===== src/rtl/baud_rate_ctrl_if.sv =====
// Handshake bundle between the baud-rate controller and the CPU config port,
// baud decoder and TX/RX engines. cfg_err exists only with BAUD_RANGE_CHK_EN.
interface baud_rate_ctrl_if;
    logic [3:0]  baud_sel;
    logic        baud_wr;
    logic        tx_busy;
    logic        rx_busy;
    logic [18:0] k_in;
    logic [3:0]  baud_cur;
    logic        tick;
    logic        half_tick;
    logic        cfg_pend;
    logic        cfg_ack;
`ifdef BAUD_RANGE_CHK_EN
    logic        cfg_err;

    modport slave (
        input  baud_sel, baud_wr, tx_busy, rx_busy, k_in,
        output baud_cur, tick, half_tick, cfg_pend, cfg_ack, cfg_err
    );
    modport master (
        output baud_sel, baud_wr, tx_busy, rx_busy, k_in,
        input  baud_cur, tick, half_tick, cfg_pend, cfg_ack, cfg_err
    );
`else
    modport slave (
        input  baud_sel, baud_wr, tx_busy, rx_busy, k_in,
        output baud_cur, tick, half_tick, cfg_pend, cfg_ack
    );
    modport master (
        output baud_sel, baud_wr, tx_busy, rx_busy, k_in,
        input  baud_cur, tick, half_tick, cfg_pend, cfg_ack
    );
`endif
endinterface


===== src/rtl/baud_rate_ctrl.sv =====
// UART baud-rate sequencer: owns the active baud code, latches divisor K, and
// generates tick/half_tick. Optional BAUD_RANGE_CHK_EN rejects codes above 4'hB.
module baud_rate_ctrl #(
    parameter logic [3:0]  RESET_BAUD = 4'h8,
    parameter logic [18:0] RESET_K    = 19'd868
) (
    input  logic             clk,
    input  logic             reset_n,
    baud_rate_ctrl_if.slave  bus
);

    localparam logic [1:0] RUN   = 2'd0;
    localparam logic [1:0] PEND  = 2'd1;
    localparam logic [1:0] APPLY = 2'd2;

    logic [1:0]  state, state_nxt;
    logic [3:0]  pend_sel, baud_cur_r;
    logic [18:0] k_reg, cnt, k_eff, k_last, half_last;
    logic        tick_r, half_r, pend_r, ack_r;
    logic        wr_ok, idle;
`ifdef BAUD_RANGE_CHK_EN
    logic        err_r;
    logic        wr_bad;
`endif

    always_comb begin
        // Divisors below 2 cannot produce a distinct mid-point, so clamp to 2.
        k_eff     = (k_reg < 19'd2) ? 19'd2 : k_reg;
        k_last    = k_eff - 19'd1;
        half_last = (k_eff >> 1) - 19'd1;
        idle      = !bus.tx_busy && !bus.rx_busy;
`ifdef BAUD_RANGE_CHK_EN
        wr_ok     = bus.baud_wr && (bus.baud_sel <= 4'hB);
        wr_bad    = bus.baud_wr && (bus.baud_sel > 4'hB);
`else
        wr_ok     = bus.baud_wr;
`endif
        state_nxt = state;
        case (state)
            RUN:     if (wr_ok) state_nxt = PEND;
            PEND:    if (idle) state_nxt = APPLY;
            APPLY:   state_nxt = wr_ok ? PEND : RUN;
            default: state_nxt = RUN;
        endcase
    end

    always_ff @(posedge clk or negedge reset_n) begin
        if (!reset_n) begin
            state      <= RUN;
            baud_cur_r <= RESET_BAUD;
            k_reg      <= RESET_K;
            cnt        <= '0;
            pend_sel   <= '0;
            tick_r     <= 1'b0;
            half_r     <= 1'b0;
            pend_r     <= 1'b0;
            ack_r      <= 1'b0;
        end else begin
            state  <= state_nxt;
            pend_r <= (state_nxt == PEND);
            ack_r  <= (state == APPLY);
            if (wr_ok)
                pend_sel <= bus.baud_sel;
            // A write landing on the idle cycle takes priority over the older pending code.
            if (state == PEND && idle)
                baud_cur_r <= wr_ok ? bus.baud_sel : pend_sel;
            if (state == APPLY) begin
                k_reg  <= bus.k_in;
                cnt    <= '0;
                tick_r <= 1'b0;
                half_r <= 1'b0;
            end else begin
                cnt    <= (cnt >= k_last) ? 19'd0 : cnt + 19'd1;
                tick_r <= (cnt >= k_last);
                half_r <= (cnt == half_last);
            end
        end
    end

`ifdef BAUD_RANGE_CHK_EN
    always_ff @(posedge clk or negedge reset_n) begin
        if (!reset_n)
            err_r <= 1'b0;
        else
            err_r <= wr_bad;
    end

    assign bus.cfg_err = err_r;
`endif

    assign bus.baud_cur  = baud_cur_r;
    assign bus.tick      = tick_r;
    assign bus.half_tick = half_r;
    assign bus.cfg_pend  = pend_r;
    assign bus.cfg_ack   = ack_r;

endmodule

===== src/flat_wrapper.sv =====
// flat-port wrapper written by rule: the top's interface ports become plain ports
module baud_rate_ctrl_flat 
#(
    parameter logic [3:0]  RESET_BAUD = 4'h8,
    parameter logic [18:0] RESET_K    = 19'd868
)
  (clk, reset_n, bus_baud_sel, bus_baud_wr, bus_tx_busy, bus_rx_busy, bus_k_in, bus_baud_cur, bus_tick, bus_half_tick, bus_cfg_pend, bus_cfg_ack);
  baud_rate_ctrl_if bus_i ();
  input  logic clk;
  input  logic reset_n;
  input wire logic [$bits(bus_i.baud_sel)-1:0] bus_baud_sel;
  input wire logic [$bits(bus_i.baud_wr)-1:0] bus_baud_wr;
  input wire logic [$bits(bus_i.tx_busy)-1:0] bus_tx_busy;
  input wire logic [$bits(bus_i.rx_busy)-1:0] bus_rx_busy;
  input wire logic [$bits(bus_i.k_in)-1:0] bus_k_in;
  output wire logic [$bits(bus_i.baud_cur)-1:0] bus_baud_cur;
  output wire logic [$bits(bus_i.tick)-1:0] bus_tick;
  output wire logic [$bits(bus_i.half_tick)-1:0] bus_half_tick;
  output wire logic [$bits(bus_i.cfg_pend)-1:0] bus_cfg_pend;
  output wire logic [$bits(bus_i.cfg_ack)-1:0] bus_cfg_ack;
  assign bus_i.baud_sel = bus_baud_sel;
  assign bus_i.baud_wr = bus_baud_wr;
  assign bus_i.tx_busy = bus_tx_busy;
  assign bus_i.rx_busy = bus_rx_busy;
  assign bus_i.k_in = bus_k_in;
  assign bus_baud_cur = bus_i.baud_cur;
  assign bus_tick = bus_i.tick;
  assign bus_half_tick = bus_i.half_tick;
  assign bus_cfg_pend = bus_i.cfg_pend;
  assign bus_cfg_ack = bus_i.cfg_ack;
  baud_rate_ctrl #(.RESET_BAUD(RESET_BAUD), .RESET_K(RESET_K)) u_core (.clk(clk), .reset_n(reset_n), .bus(bus_i));
endmodule

===== config.mk =====
export PLATFORM = sky130hd
export DESIGN_NAME = baud_rate_ctrl_flat
export DESIGN_NICKNAME = d
export VERILOG_FILES = /design/src/rtl/baud_rate_ctrl_if.sv /design/src/rtl/baud_rate_ctrl.sv /design/src/flat_wrapper.sv
export SDC_FILE = /design/constraint.sdc
export NUM_CORES = 1
export LEC_CHECK = 0
export CAP_MARGIN = 20
export CELL_PAD_IN_SITES_DETAIL_PLACEMENT = 1
export CELL_PAD_IN_SITES_GLOBAL_PLACEMENT = 2
export CORE_MARGIN = 2
export CORE_UTILIZATION = 38
export DETAILED_ROUTE_END_ITERATION = 8
export PLACE_DENSITY = 0.95
export SLEW_MARGIN = 25
export SYNTH_ARGS = -nofsm -noshare
export SYNTH_HDL_FRONTEND = slang
export SYNTH_SLANG_ARGS = --single-unit

===== constraint.sdc =====
create_clock -name clk -period 9.6 [get_ports clk]
set_input_delay 1.92 -clock clk [delete_from_list [all_inputs] [get_ports clk]]
set_output_delay 1.92 -clock clk [all_outputs]
set_load 0.005 [all_outputs]

==> metrics.cfg <==
[sta]
timing.setup.tns_ps=0
finalMaxSlewViolations=0
worst_slew_pin_slew_ps=914
timing_hold_violations_final=0
rsz0062_at_grt=false
fin_crit_ps=5450
setup_viol=0
max-slew-margin-rel=0.391
fmax_mhz=183
timing.final.crit_share=0.568
fin_worst_hold_slack_ps=504
timing.clock.skew_ps=7.92

[yosys]
postSynthCellCount=404
avgSynthCellArea_um2=8.82
netlist-cell-type-count=45
yosys_register_bits=52
ys.flop_type=sky130_fd_sc_hd__dfrtp_1
synthArstFlopShare=1.00
synth-edff-count=0
ys_seq_area_frac=0.367
yosysWarningCount=0
syn_area_mm2=0.00356
nets_in_the_synthesized_netlist=454

[floorplan]
core_region_area_mm2=0.00915
dieArea_mm2=0.0102
initial_utilization=0.389
core.rowCount=35
chipWidth_um=101
chipHeight_um=101
pin_count=36

[global_route]
number_of_global_route_vias_before_repair=3275
initial_antenna_violation_count=0
grt_overflow=0
grt_first_pass_wirelength_um=16100
grtUsageTotal=0.201
grt_max_degree=53

[worst_setup_path]
critical_path_class=register to register
crit_start_category=register
worstPathRequired_ps=9810
worstSetupEndpointType=register
critical_path_arrival_ps=5670
top_fanout_value_on_the_critical_path=20

[clocking]
cts_buffers=5
cts_setup_buffers=0
cts_tree=yes
ctsHtreeMaxLevel=2
cts_clk_pin_slew_worst_paths_ps=100
cts_resized=0
cts.hold.buffers_added=0
cts_num_sinks=52
cts_root_buf=sky130_fd_sc_hd__clkbuf_8
maximum_clock_insertion_buffer_count=2
clock_latency_of_the_later_clocked_register_in_the_worst_skew_pair_ps=310

[placed_design]
buffer_ports.inserted=35
gp_routability_congestion=0.929
detailedPlacementHpwl_um=7130

[routing]
first_pass_iters=4
count_of_routing_violations_after_the_opening_detailed_route_iteration=68
vias_per_std_cell=5.69
drt_wl_total_um=9580
drt_drc_violations_left=0
drtAntennaViolNets=0
wire_per_inst_um=18.0
overall_via_count_from_detail_route=3033

[hold_path]
min_path_type=register to register

[final_layout]
nets_final=471
post_route_cells_drive_above_1_share=0.0806
antenna-diode-count=0
area_overhead_vs_synth_pct=14.0

[power]
worst_ir_drop_vdd_uv=116
power.leakage_nw=1.68
power-per-cell-area_mw_per_mm2=273

[run_status]
run_status=completed

[run]
max_cap_violations=0

[final timing paths]
kind / startpoint / end / slack, ps / cells after the start
setup / recovery: u_core.k_reg[12] / u_core.cnt[2] / 4150 / 16
hold / removal: u_core.pend_sel[3] / u_core.pend_sel[3] / 500 / 1
setup reg to reg: u_core.k_reg[12] / u_core.cnt[2] / 4150 / 16
hold reg to reg: u_core.pend_sel[3] / u_core.pend_sel[3] / 500 / 1
max in group asynchronous: reset_n / u_core.k_reg[16] / 7410 / 2
min in group asynchronous: reset_n / u_core.cnt[13] / 1710 / 2
[per-stage QoR]
step | std cells | cell area (µm²) | power (mW) | util | setup WS, ps
finish | 533 | 4060 | 1.11 | 0.444 | 4150
CTS | 533 | 4060 | 1.12 | 0.444 | 4100
global placement | 525 | 3950 | 0.911 | 0.432 | 4540
global route | 533 | 4060 | 1.20 | 0.444 | 3610
detailed placement | 525 | 3950 | 0.951 | 0.432 | 4150
floorplan | 404 | 3560 | 0.788 | - | 5030
[critical path: stages (launching register included)]
cell and delay [ps]:
sky130_fd_sc_hd__dfrtp_1 520, sky130_fd_sc_hd__nor4_2 630, sky130_fd_sc_hd__nand4_1 340, sky130_fd_sc_hd__o31ai_2 590, sky130_fd_sc_hd__ha_1 300, sky130_fd_sc_hd__nand2b_1 80, sky130_fd_sc_hd__nor4_1 430, sky130_fd_sc_hd__nand2_1 130
sky130_fd_sc_hd__or4_1 510, sky130_fd_sc_hd__nor2_1 220, sky130_fd_sc_hd__xnor2_1 120, sky130_fd_sc_hd__ha_1 220, sky130_fd_sc_hd__a211oi_1 290, sky130_fd_sc_hd__nor2b_1 170, sky130_fd_sc_hd__o221ai_1 110, sky130_fd_sc_hd__a31o_2 380
sky130_fd_sc_hd__a211oi_1 310
[per-layer routing]
metal | part of all wire | GRT usage | up-vias | wire [µm]
li1 | - | - | 1452 | -
met1 | 0.44 | 0.257 | 1524 | 4220
met2 | 0.52 | 0.359 | 45 | 4970
met3 | 0.028 | 0.0277 | 12 | 270
met4 | 0.012 | 0.0464 | 0 | 112
met5 | 0 | 0 | - | 0
[report_power, final]
| part | total, mW | leakage, nW | internal [mW] | switching (mW) |
|---|---|---|---|---|
| Clock | 0.154 | 0.0541 | 0.0773 | 0.0763 |
| Sequential | 0.440 | 0.649 | 0.296 | 0.144 |
| Combinational | 0.513 | 0.975 | 0.244 | 0.270 |
[cells by family (layout without fill, tap and decap cells)]
family | after synthesis | in the layout | synth area share
and+or+nand+nor | 177 | 177 | 0.250
AOI/OAI and AO/OA | 58 | 58 | 0.112
DFF | 52 | 52 | 0.367
xor gates and xnor gates | 49 | 49 | 0.120
buffers and inverters | 36 | 54 | 0.0421
adders and majority gates | 22 | 22 | 0.0772
muxes | 10 | 10 | 0.0313
[cells in the final DEF (no fill, tap or decap), types with 2 or more instances in the layout]
cell type,n
sky130_fd_sc_hd__xnor2_1,30
sky130_fd_sc_hd__ha_1,22
sky130_fd_sc_hd__nand2b_1,6
sky130_fd_sc_hd__nand3_1,16
sky130_fd_sc_hd__clkdlybuf4s50_1,34
sky130_fd_sc_hd__nand4_1,10
sky130_fd_sc_hd__nand3b_1,5
sky130_fd_sc_hd__dfrtp_1,46
sky130_fd_sc_hd__nor4_1,7
sky130_fd_sc_hd__o22ai_1,3
sky130_fd_sc_hd__dfstp_2,6
sky130_fd_sc_hd__o21ai_0,7
sky130_fd_sc_hd__buf_4,3
sky130_fd_sc_hd__or3_1,4
sky130_fd_sc_hd__a21o_1,7
sky130_fd_sc_hd__nor2b_1,2
sky130_fd_sc_hd__inv_1,8
sky130_fd_sc_hd__a21oi_1,11
sky130_fd_sc_hd__and4_1,2
sky130_fd_sc_hd__a31oi_1,2
sky130_fd_sc_hd__nor3_1,10
sky130_fd_sc_hd__nor2_1,22
sky130_fd_sc_hd__xor2_1,19
sky130_fd_sc_hd__clkbuf_8,5
sky130_fd_sc_hd__and3_1,6
sky130_fd_sc_hd__nor4_2,2
sky130_fd_sc_hd__nand2_1,73
sky130_fd_sc_hd__or4_1,6
sky130_fd_sc_hd__nor3b_1,2
sky130_fd_sc_hd__mux2_2,9
sky130_fd_sc_hd__a211oi_1,19
[cell usage after synthesis (2+ instances only)]
library cell / count / area (µm²)
sky130_fd_sc_hd__nand3b_1: 5 / 37.5
sky130_fd_sc_hd__xnor2_1: 30 / 263
sky130_fd_sc_hd__buf_6: 2 / 22.5
sky130_fd_sc_hd__a21o_1: 7 / 52.6
sky130_fd_sc_hd__nor3b_1: 2 / 15.0
sky130_fd_sc_hd__nor2_1: 22 / 82.6
sky130_fd_sc_hd__mux2_2: 9 / 101
sky130_fd_sc_hd__nand2b_1: 6 / 37.5
sky130_fd_sc_hd__nor3_1: 10 / 50.1
sky130_fd_sc_hd__nor4_1: 7 / 43.8
sky130_fd_sc_hd__inv_1: 8 / 30.0
sky130_fd_sc_hd__and4_1: 2 / 17.5
sky130_fd_sc_hd__o21ai_0: 7 / 35.0
sky130_fd_sc_hd__dfstp_2: 6 / 158
sky130_fd_sc_hd__xor2_1: 19 / 166
sky130_fd_sc_hd__nor4_2: 2 / 25.0
sky130_fd_sc_hd__a21oi_1: 11 / 55.1
sky130_fd_sc_hd__or3_1: 4 / 25.0
sky130_fd_sc_hd__nor2b_1: 2 / 12.5
sky130_fd_sc_hd__a31oi_1: 2 / 12.5
sky130_fd_sc_hd__a211oi_1: 19 / 143
sky130_fd_sc_hd__and3_1: 6 / 37.5
sky130_fd_sc_hd__dfrtp_1: 46 / 1150
sky130_fd_sc_hd__ha_1: 22 / 275
sky130_fd_sc_hd__buf_1: 2 / 7.51
sky130_fd_sc_hd__clkbuf_1: 24 / 90.1
sky130_fd_sc_hd__nand4_1: 10 / 62.6
sky130_fd_sc_hd__or4_1: 6 / 45.0
sky130_fd_sc_hd__nand2_1: 73 / 274
sky130_fd_sc_hd__nand3_1: 16 / 80.1
sky130_fd_sc_hd__o22ai_1: 3 / 18.8
[final cells by class]
type | instances | area [µm²]
clock inverter | 3 | 42.5
fill | 1088 | 5090
clock buffer | 5 | 68.8
sequential | 52 | 1310
inverter | 8 | 30.0
timing repair buffer | 38 | 368
tap | 111 | 139
multi-input combinational | 316 | 2100
No activity file was read; power rests on OpenSTA's default activity.
